--- src/rtl/regfile_writeback_pkg.sv ---
// Shared widths, write-back select codes, load funct3 encodings and the
// pipeline slot record used by the register-file write-back block.
package regfile_writeback_pkg;

  localparam int REG_ADDR_W = 5;
  localparam int XLEN       = 32;
  localparam int NUM_REGS   = 1 << REG_ADDR_W;

  localparam logic [1:0] WB_ALU  = 2'd0;
  localparam logic [1:0] WB_LOAD = 2'd1;
  localparam logic [1:0] WB_PC4  = 2'd2;

  localparam logic [2:0] F3_LB  = 3'd0;
  localparam logic [2:0] F3_LH  = 3'd1;
  localparam logic [2:0] F3_LW  = 3'd2;
  localparam logic [2:0] F3_LBU = 3'd4;
  localparam logic [2:0] F3_LHU = 3'd5;

  typedef struct packed {
    logic                  vld;
    logic [REG_ADDR_W-1:0] rd;
    logic [XLEN-1:0]       dat;
  } wb_slot_t;

endpackage

--- src/rtl/regfile_writeback_load_formatter.sv ---
// Combinational load extract/extend: picks a byte or halfword of the aligned
// load word by byte offset and sign/zero-extends it according to funct3.
module regfile_writeback_load_formatter
  import regfile_writeback_pkg::*;
(
  input  logic [XLEN-1:0] i_rdata,
  input  logic [2:0]      i_funct3,
  input  logic [1:0]      i_addr_lsb,
  output logic [XLEN-1:0] o_data
);

  logic [7:0]  w_byte;
  logic [15:0] w_half;

  always_comb begin
    w_byte = i_rdata[7:0];
    case (i_addr_lsb)
      2'd0: w_byte = i_rdata[7:0];
      2'd1: w_byte = i_rdata[15:8];
      2'd2: w_byte = i_rdata[23:16];
      2'd3: w_byte = i_rdata[31:24];
      default: w_byte = i_rdata[7:0];
    endcase
  end

  // Odd offsets on halfwords trap upstream; only bit 1 selects the half.
  assign w_half = i_addr_lsb[1] ? i_rdata[31:16] : i_rdata[15:0];

  always_comb begin
    o_data = i_rdata;
    case (i_funct3)
      F3_LB:   o_data = {{24{w_byte[7]}}, w_byte};
      F3_LH:   o_data = {{16{w_half[15]}}, w_half};
      F3_LBU:  o_data = {24'd0, w_byte};
      F3_LHU:  o_data = {16'd0, w_half};
      F3_LW:   o_data = i_rdata;
      default: o_data = i_rdata;
    endcase
  end

endmodule

--- src/rtl/regfile_writeback.sv ---
// Register-file writer: formats MEM/WB results, presents the address ADDR_LEAD
// cycles ahead of regWrite/writeData, and tracks/forwards pending writes.
module regfile_writeback
  import regfile_writeback_pkg::*;
#(
  parameter int ADDR_LEAD = 2,
  parameter int MAX_PEND  = 3
)
(
  input  logic                  clock,
  input  logic                  reset,
  input  logic                  issue_valid,
  input  logic [REG_ADDR_W-1:0] issue_rd,
  output logic                  issue_ready,
  input  logic                  wb_valid,
  input  logic [REG_ADDR_W-1:0] wb_rd,
  input  logic [1:0]            wb_sel,
  input  logic [XLEN-1:0]       alu_result,
  input  logic [XLEN-1:0]       mem_rdata,
  input  logic [XLEN-1:0]       pc_plus4,
  input  logic [2:0]            load_funct3,
  input  logic [1:0]            addr_lsb,
  output logic                  regWrite,
  output logic [REG_ADDR_W-1:0] writeRegister,
  output logic [XLEN-1:0]       writeData,
  input  logic [REG_ADDR_W-1:0] rs1,
  input  logic [REG_ADDR_W-1:0] rs2,
  output logic                  fwd1_hit,
  output logic                  fwd2_hit,
  output logic [XLEN-1:0]       fwd1_data,
  output logic [XLEN-1:0]       fwd2_data,
  output logic                  stall,
  output logic                  sb_error
);

  localparam int         DEPTH    = ADDR_LEAD + 1;
  localparam int         LAST     = DEPTH - 1;
  localparam logic [1:0] PEND_MAX = 2'(MAX_PEND);

  logic [XLEN-1:0]       w_load_data;
  logic [XLEN-1:0]       w_wb_value;
  wb_slot_t              r_pipe [DEPTH];
  logic [REG_ADDR_W-1:0] r_wreg;
  logic [1:0]            r_count [NUM_REGS];
  logic                  r_sb_error;

  logic                  w_commit;
  logic [REG_ADDR_W-1:0] w_commit_rd;
  logic                  w_issue_fire;
  logic [NUM_REGS-1:0]   w_inc;
  logic [NUM_REGS-1:0]   w_dec;

  regfile_writeback_load_formatter u_load_formatter (
    .i_rdata    (mem_rdata),
    .i_funct3   (load_funct3),
    .i_addr_lsb (addr_lsb),
    .o_data     (w_load_data)
  );

  always_comb begin
    w_wb_value = alu_result;
    case (wb_sel)
      WB_LOAD: w_wb_value = w_load_data;
      WB_PC4:  w_wb_value = pc_plus4;
      WB_ALU:  w_wb_value = alu_result;
      default: w_wb_value = alu_result;
    endcase
  end

  // Slot 0 is the youngest; slot LAST is the commit slot.
  always_ff @(posedge clock) begin
    if (reset) begin
      for (int i = 0; i < DEPTH; i++) r_pipe[i] <= '0;
      r_wreg <= '0;
    end else begin
      r_pipe[0] <= '{vld: wb_valid, rd: wb_rd, dat: w_wb_value};
      for (int i = 1; i < DEPTH; i++) r_pipe[i] <= r_pipe[i-1];
      if (wb_valid) r_wreg <= wb_rd;
    end
  end

  assign w_commit      = r_pipe[LAST].vld && (r_pipe[LAST].rd != '0);
  assign w_commit_rd   = r_pipe[LAST].rd;
  assign regWrite      = w_commit;
  assign writeData     = w_commit ? r_pipe[LAST].dat : '0;
  assign writeRegister = r_wreg;

  assign issue_ready  = (r_count[issue_rd] != PEND_MAX);
  assign w_issue_fire = issue_valid && issue_ready && (issue_rd != '0);
  assign w_inc = w_issue_fire ? ({{(NUM_REGS-1){1'b0}}, 1'b1} << issue_rd) : '0;
  assign w_dec = w_commit     ? ({{(NUM_REGS-1){1'b0}}, 1'b1} << w_commit_rd) : '0;

  always_ff @(posedge clock) begin
    if (reset) begin
      for (int r = 0; r < NUM_REGS; r++) r_count[r] <= '0;
      r_sb_error <= 1'b0;
    end else begin
      for (int r = 0; r < NUM_REGS; r++) begin
        if (w_inc[r] && !w_dec[r])
          r_count[r] <= r_count[r] + 2'd1;
        else if (w_dec[r] && !w_inc[r] && (r_count[r] != 2'd0))
          r_count[r] <= r_count[r] - 2'd1;
      end
      // A same-cycle issue to the retiring register covers the retire.
      if (w_commit && !w_inc[w_commit_rd] && (r_count[w_commit_rd] == 2'd0))
        r_sb_error <= 1'b1;
    end
  end

  assign sb_error = r_sb_error;

  // Scan oldest to youngest so the youngest match overrides.
  always_comb begin
    fwd1_hit  = 1'b0;
    fwd1_data = '0;
    fwd2_hit  = 1'b0;
    fwd2_data = '0;
    for (int i = LAST; i >= 0; i--) begin
      if (r_pipe[i].vld && (r_pipe[i].rd == rs1) && (rs1 != '0)) begin
        fwd1_hit  = 1'b1;
        fwd1_data = r_pipe[i].dat;
      end
      if (r_pipe[i].vld && (r_pipe[i].rd == rs2) && (rs2 != '0)) begin
        fwd2_hit  = 1'b1;
        fwd2_data = r_pipe[i].dat;
      end
    end
  end

  assign stall = ((r_count[rs1] != 2'd0) && !fwd1_hit) ||
                 ((r_count[rs2] != 2'd0) && !fwd2_hit);

endmodule

--- config.mk ---
export PLATFORM = sky130hd
export DESIGN_NAME = regfile_writeback
export DESIGN_NICKNAME = d
export VERILOG_FILES = /design/src/rtl/regfile_writeback_pkg.sv /design/src/rtl/regfile_writeback_load_formatter.sv /design/src/rtl/regfile_writeback.sv
export SDC_FILE = /design/constraint.sdc
export NUM_CORES = 1
export LEC_CHECK = 0
export ABC_CLOCK_PERIOD_IN_PS = 4000
export BUFFER_PORTS_ARGS = -buffer_cell sky130_fd_sc_hd__buf_2
export CELL_PAD_IN_SITES_DETAIL_PLACEMENT = 0
export CELL_PAD_IN_SITES_GLOBAL_PLACEMENT = 2
export CORE_ASPECT_RATIO = 1.2
export CORE_MARGIN = 2
export CORE_UTILIZATION = 33
export CTS_CLUSTER_DIAMETER = 60
export DETAILED_ROUTE_END_ITERATION = 16
export HOLD_SLACK_MARGIN = 0.12
export PLACE_DENSITY_LB_ADDON = 0.1
export SETUP_SLACK_MARGIN = 0.5
export SLEW_MARGIN = 0
export SYNTH_ARGS = -nofsm -noshare
export SYNTH_HDL_FRONTEND = slang
export SYNTH_SLANG_ARGS = --single-unit
--- constraint.sdc ---
create_clock -name clock -period 4 [get_ports clock]
set_input_delay 0.8 -clock clock [delete_from_list [all_inputs] [get_ports clock]]
set_output_delay 0.8 -clock clock [all_outputs]
set_load 0.05 [all_outputs]
==> summary.md, run 1 <==
| Metric | Value |
|---|---|
| Run status | `complete, no violations` |
| Worst-path fanout max | `8` |
| Distinct cells, synth | `76` |
| CP endpoint | `fwd1_data[17]` |
| Vias in the first global route | `11.79k` |
| Most common cell after layout, fill and taps aside | `buf_2` |
| Final hold violations | `0` |
| Detailed Route Iter0 Violations | `870` |
| Die X | `177.8 um` |
| Root Buffer | `clkbuf_16` |
| Met1 GRT Util | `0.2886` |
| Min-Delay Path Class | `flop to flop` |
| Post-route cell area | `15810 sq um` |
| Vias per inst | `5.562` |
| YS warnings | `0` |
| Mapped cell area | `11960 sq um` |
| Top_reg_cell synth | `dfxtp_1` |
| Cell breakdown of the critical path | `buf_12 > or4_4 > nor2_4 > nor4_4 > nor2_4 > buf_6 > clkbuf_16 > a22oi_1 > o21ai_4 > buf_8` |
| Endpoints failing setup | `0` |
| Ratio of cells with drive above 1 in the final layout | `0.3137` |
| Worst r2r path cells | `7` |
| WP data arrival | `2.67 ns` |
| Mapped Cells | `1444` |
| CTS sink cnt | `184` |
| Clock Skews | `0.01086 ns` |
| RR Endpoint | `r_count[22][0]$_SDFFCE_PP0P_` |
| P per Cell Area | `293.1 nW/um^2` |
| GRT Overall Usage | `0.2529` |
| Synth Register Bits | `184` |
| Post-Synth XOR/XNOR Area | `0.02928` |
| First-pass GRT wire length | `71870 um` |
| F_max | `0.2883 GHz` |
| Most frequent cells in the layout | `buf_2, nand2_1, nor2_1` |
| Max_cap viols | `0` |
| Die area | `37800 sq um` |
| Cell mode on critical path | `nor2_4` |
| Critical path's largest stage delay | `0.54 ns` |
| Via count | `11.84k` |
| Slowest CP cell | `or4_4` |
| Io pins | `234` |
| Worst-path clk slew | `0.08 ns` |
| Port buffer count | `233` |
| Antenna violations before repair | `2` |
| GRT busiest layer | `met2` |
| Simple-Gate Fraction of Synth Area | `0.2621` |
| Tightest Pin Transition | `0.8669 ns` |
| Pin count of the biggest net entering global routing | `80` |
| GRT Residual Overflow | `0` |
| Sequential area share after synthesis | `0.3614` |
| Synth Area in Compound Gates | `0.2236` |
| Post-synth EDFFs | `64` |
| Inserted Diodes | `0` |
| Flop2flop setup slack | `0.88 ns` |
| R2r startpoint | `r_count[24][1]$_SDFFCE_PP0P_` |
| Detailed placement HPWL | `34900 um` |
| DRC errors left | `0` |
| Worst setup margin | `0.5314 ns` |
| Period utilization | `0.8672` |
| CP Capture Type | `output pin` |
| Gpl congestion | `0.8622` |
| WL final | `47640 um` |
| RSZ-0062 raised after global routing | `true` |
| TritonCTS clock tree | `done` |
| Core area | `35850 sq um` |
| Max Slew Vio Count | `0` |
| Avg Cell Area, Syn | `8.285 sq um` |
| Final Critical Period | `3.469 ns` |
| CTS buffer count | `17` |
| Cell area after placement | `14350 sq um` |
| Setup Total Neg Slack | `0 ns` |
| Met2 Use GR | `0.4451` |
| Crit path from | `rs1[2]` |
| # rows | `76` |
| Dpl ws | `0.2713 ns` |
| Mux cell area share after synthesis | `0.06421` |
| Hold_buf cts | `0` |
| Final #Nets | `1778` |
| Setup crit start kind | `input pin` |
| Skew-Pair Late Insertion Delay | `0.46 ns` |
| Layout area overhead | `32.13%` |
| Routing usage on met3 | `0.05991` |
| Pleak | `5.902 nW` |
| Max clock buf depth | `2` |
| Worst slew margin | `0.4221` |
| Largest family of logic cells by synthesized area | `simple AND/OR/NAND/NOR gates` |
| Post-layout util | `0.4409` |
| Avg WL per Cell | `22.38 um` |
| DR pass1 iterations | `5` |
| H-Tree Depth | `4` |
| Crit path required time | `3.20 ns` |
| Adder-Cell Fraction of Synth Area | `0.003137` |
| WS Path Type | `input pin to output pin` |
| Height of the chip | `212.6 um` |
| Ys async rst share | `0` |
| Starting Density | `0.3337` |
| Peak supply drop | `0.0002558 V` |
| Final ANT Viol Nets | `0` |
-- cell usage after synthesis (17+ instances only) --
| master | count | share of area |
|---|---|---|
| a211oi_1 | 35 | 0.022 |
| a21oi_1 | 82 | 0.034 |
| a22oi_1 | 69 | 0.043 |
| a31oi_1 | 18 | 0.0094 |
| and2_1 | 37 | 0.019 |
| clkbuf_1 | 90 | 0.028 |
| dfxtp_1 | 120 | 0.20 |
| edfxtp_1 | 64 | 0.16 |
| inv_1 | 32 | 0.010 |
| mux4_2 | 22 | 0.041 |
| nand2_1 | 151 | 0.047 |
| nand3_1 | 29 | 0.012 |
| nor2_1 | 140 | 0.044 |
| nor2b_1 | 113 | 0.059 |
| nor3_1 | 53 | 0.022 |
| o21ai_0 | 86 | 0.036 |
| xnor2_1 | 23 | 0.017 |
| xor2_1 | 17 | 0.012 |
-- per-stage QoR --
step           cells  power, mW  hold WS, ns
6_report        2129      4.634       0.4814
5_1_grt         2129      4.818       0.5003
4_1_cts         2122      4.653       0.4826
3_5_place_dp    2084      2.911       0.4712
3_3_place_gp    2084      2.912       0.4678
2_1_floorplan   1445      2.635       0.4594
-- layer usage --
metal	share of wire	vias up	wire [um]
li1	-	5669	-
met1	0.40	5700	18920
met2	0.51	389	24120
met3	0.057	80	2731
met4	0.039	4	1838
met5	0.00057	-	27
-- cell families (layout without fill, tap and decap cells) --
group                    after synthesis  after routing
other                                  1              2
AND/OR/NAND/NOR                      618            618
XOR/XNOR                              40             40
AO/OA/AOI/OAI                        403            403
flip-flops                           184            184
buffers and inverters                149            365
adder cells (fa/ha/maj)                3              3
multiplexers                          46             46
-- flip-flops by register name, summed over array words and instances (netlist names) --
name           count
r_pipe           114
r_count           64
writeRegister      5
sb_error           1
-- layout make-up --
class	instances	area, sq um
clock buffers	17	425.4
clock inverters	15	165.2
fillers	3558	20040
inverters	33	123.9
multi-input cells	1112	7913
flip-flops and latches	184	4328
well taps	468	585.6
repair buffers	300	2267
-- worst max-delay path, delay by kind of cell --
family | cells | cell delay, ns
AOI/OAI and AO/OA | 2 | 0.26
and+or+nand+nor | 4 | 1.00
buffers and inverters | 4 | 0.59
-- where the power goes --
group          switching [mW]  internal [mW]  total (mW)
clock                   0.895          0.838        1.73
sequential             0.0954           2.04        2.14
combinational           0.461          0.304       0.765
total                    1.45           3.18        4.63
-- repair_timing --
action	4_1_cts	5_1_grt
buffers inserted	3	5
endpoints found under the setup margin	66	60
pin swaps	2	14
gates resized for setup	133	55
gates cloned	3	2
endpoints found under the hold margin	0	0
-- worst min path at each step --
stage / from / endpoint / slack (ns) / cells past startpoint
CTS: r_pipe[0][61]$_SDFF_PP0_ / r_pipe[0][99]$_SDFF_PP0_ / 0.48 / 1
global route: r_pipe[0][31]$_SDFF_PP0_ / r_pipe[0][69]$_SDFF_PP0_ / 0.50 / 1
global placement: r_pipe[0][15]$_SDFF_PP0_ / r_pipe[0][53]$_SDFF_PP0_ / 0.47 / 1
floorplan: r_pipe[0][75]$_SDFF_PP0_ / r_pipe[0][113]$_SDFF_PP0_ / 0.46 / 1
finish: r_pipe[0][15]$_SDFF_PP0_ / r_pipe[0][53]$_SDFF_PP0_ / 0.48 / 1
detailed placement: r_pipe[0][15]$_SDFF_PP0_ / r_pipe[0][53]$_SDFF_PP0_ / 0.47 / 1
Power figures use the tool's default switching activity.
==> run 2: changes to the inputs <==
--- a/config.mk
+++ b/config.mk
@@ -15,6 +15,7 @@
 export CTS_CLUSTER_DIAMETER = 60
 export DETAILED_ROUTE_END_ITERATION = 16
 export HOLD_SLACK_MARGIN = 0.12
+export MAX_ROUTING_LAYER = met4
 export PLACE_DENSITY_LB_ADDON = 0.1
 export SETUP_SLACK_MARGIN = 0.5
 export SLEW_MARGIN = 0
==> run 2 against run 1 <==
- final cell count is 0.33% higher
- clock power grew 8%
- core utilization up 0.63 points
- count of clock-buffer cells in the layout unchanged
- fmax decreased by 1.9%
- critical path type unchanged
- highest routed layer is now met4
==> summary.md, run 2 (synthesis results as in run 1) <==
| Metric | Value |
|---|---|
| Root Buffer | `clkbuf_16` |
| Post-route cell area | `16030 sq um (+1.4%)` |
| Max clock buf depth | `2 (unchanged)` |
| Pleak | `5.967 nW (+1.1%)` |
| Clock Skews | `0.01075 ns (-0.0001069 ns)` |
| Die area | `37800 sq um (unchanged)` |
| Run status | `complete, no violations` |
| Cell mode on critical path | `buf_4` |
| Die X | `177.8 um (unchanged)` |
| Dpl cells | `2082 (-0.096%)` |
| Max Slew Vio Count | `0 (unchanged)` |
| Final Critical Period | `3.535 ns (+0.06665 ns)` |
| Largest register FFs | `114 (unchanged)` |
| Overall power | `4.780 mW (+3.2%)` |
| Final hold violations | `0 (unchanged)` |
| Cell breakdown of the critical path | `buf_6 > or4_4 > nor2_4 > buf_4 > nor4_4 > buf_4 > or3_4 > a211oi_2 > a21o_4 > buf_8` |
| TritonCTS clock tree | `done` |
| Setup crit start kind | `input pin` |
| Crit path from | `rs2[1]` |
| Detailed placement HPWL | `35030 um (+0.37%)` |
| Critical path's largest stage delay | `0.54 ns (about the same)` |
| CTS sink cnt | `184 (unchanged)` |
| Worst-path clk slew | `0.08 ns (about the same)` |
| GRT Overall Usage | `0.2659 (+0.01304)` |
| Detailed Route Iter0 Violations | `806 (-7.4%)` |
| Peak supply drop | `0.0002728 V (+6.7%)` |
| Hold_buf cts | `0 (unchanged)` |
| Tightest Pin Transition | `0.8797 ns (+0.01276 ns)` |
| F_max | `0.2829 GHz (-1.9%)` |
| Gpl congestion | `0.8778 (+1.8%)` |
| Pin count of the biggest net entering global routing | `81 (+1.3%)` |
| Min-Delay Path Class | `flop to flop` |
| Period utilization | `0.8838 (+0.01666)` |
| WP data arrival | `2.74 ns (+0.07 ns)` |
| CTS buffer count | `17 (unchanged)` |
| Vias per inst | `5.610 (+0.86%)` |
| WS Path Type | `input pin to output pin` |
| DRC errors left | `0 (unchanged)` |
| R2r startpoint | `r_count[24][0]$_SDFFCE_PP0P_` |
| Avg WL per Cell | `23.11 um (+3.3%)` |
| Worst slew margin | `0.4136 (-0.008506)` |
| Worst hold path startpoint | `r_pipe[0][75]$_SDFF_PP0_` |
| Layout area overhead | `34.02%` |
| Slowest CP cell | `or4_4` |
| Setup Total Neg Slack | `0 ns (unchanged)` |
| Most common cell after layout, fill and taps aside | `buf_2` |
| P per Cell Area | `298.1 nW/um^2 (+1.7%)` |
| Skew-Pair Late Insertion Delay | `0.46 ns (about the same)` |
| GRT Residual Overflow | `0 (unchanged)` |
| Crit path required time | `3.20 ns (about the same)` |
| Port buffer count | `233 (unchanged)` |
| Core area | `35850 sq um (unchanged)` |
| First-pass GRT wire length | `73270 um (+1.9%)` |
| Vias in the first global route | `12.05k (+2.2%)` |
| # rows | `76 (unchanged)` |
| Reg with most FFs | `r_pipe` |
| Height of the chip | `212.6 um (unchanged)` |
| RSZ-0062 raised after global routing | `true` |
| Worst-path fanout max | `3 (-5)` |
| Final #Nets | `1784 (+0.34%)` |
| Max_cap viols | `0 (unchanged)` |
| Antenna violations before repair | `1 (-1)` |
| Cell area after placement | `14360 sq um (about the same)` |
| Post-Layout Cell Count | `2136 (+0.33%)` |
| Hold WS | `0.4818 ns (+0.0003950 ns)` |
| WL final | `49360 um (+3.6%)` |
| Ratio of cells with drive above 1 in the final layout | `0.3143 (+0.0006707)` |
| Final ANT Viol Nets | `0 (unchanged)` |
| DR pass1 iterations | `5 (unchanged)` |
| CP Capture Type | `output pin` |
| Most frequent cells in the layout | `buf_2, nand2_1, nor2_1` |
| Io pins | `234 (unchanged)` |
| Via count | `11.98k (+1.2%)` |
| Number of fill cells | `3591 (+0.93%)` |
| H-Tree Depth | `4 (unchanged)` |
| Starting Density | `0.3337 (unchanged)` |
| Endpoints failing setup | `0 (unchanged)` |
[run 2: changes by cell type in the layout (fill, tap and decap cells not counted), sizes merged]
cell,delta
buf,+2
clkbuf,+2
diode,+1
bufbuf,+2
inv,-2
bufinv,+2
[run 2: path summary, 6_finish.rpt]
| check | to | slack [ns] | depth (start not counted) |
|---|---|---|---|
| worst min-delay path | r_pipe[0][113]$_SDFF_PP0_ | 0.48 | 1 |
| worst max register to register | r_count[22][0]$_SDFFCE_PP0P_ | 0.92 | 7 |
| worst min register to register | r_pipe[0][113]$_SDFF_PP0_ | 0.48 | 1 |
| worst max-delay path | stall | 0.46 | 10 |
[run 2: power breakdown]
part	switching, mW	internal (mW)
clock	0.904	0.964
sequential	0.0960	2.04
combinational	0.469	0.307
total	1.47	3.31
[run 2: metrics by stage]
step | setup WS [ns] | utilization
floorplan | 0.4668 | -
global route | 0.4008 | 0.4473
finish | 0.4647 | 0.4473
CTS | 0.4802 | 0.4387
detailed placement | 0.2719 | 0.4007
global placement | 0.2767 | 0.4007
[run 2: worst max-delay path: cells and delay by family]
| family | cells | cell delay, ns |
|---|---|---|
| buffers and inverters | 4 | 0.52 |
| AND/OR/NAND/NOR | 4 | 1.11 |
| AO/OA/AOI/OAI | 2 | 0.30 |
[run 2: cell type report]
class	count	area, sq um	area share
well taps	468	585.6	0.03652
inverters	33	123.9	0.007725
multi-input cells	1112	7918	0.4938
repair buffers	306	2441	0.1522
clock inverters	15	212.7	0.01327
flip-flops and latches	184	4325	0.2698
clock buffers	17	425.4	0.02653
diodes	1	2.502	0.0001561
[run 2: layer usage]
metal  vias up  GRT usage  wire length [um]
li1       5683          -                 -
met1      5785     0.2996             19190
met2       420     0.4607             25380
met3        95    0.05293              2868
met4         0     0.1051              1916
met5         -          -                 0
[run 2: repair_timing]
action	4_1_cts	5_1_grt
endpoints found under the setup margin	65	65
gates resized for setup	143	55
cloned	6	3
pin swaps	11	11
buffers inserted	9	3
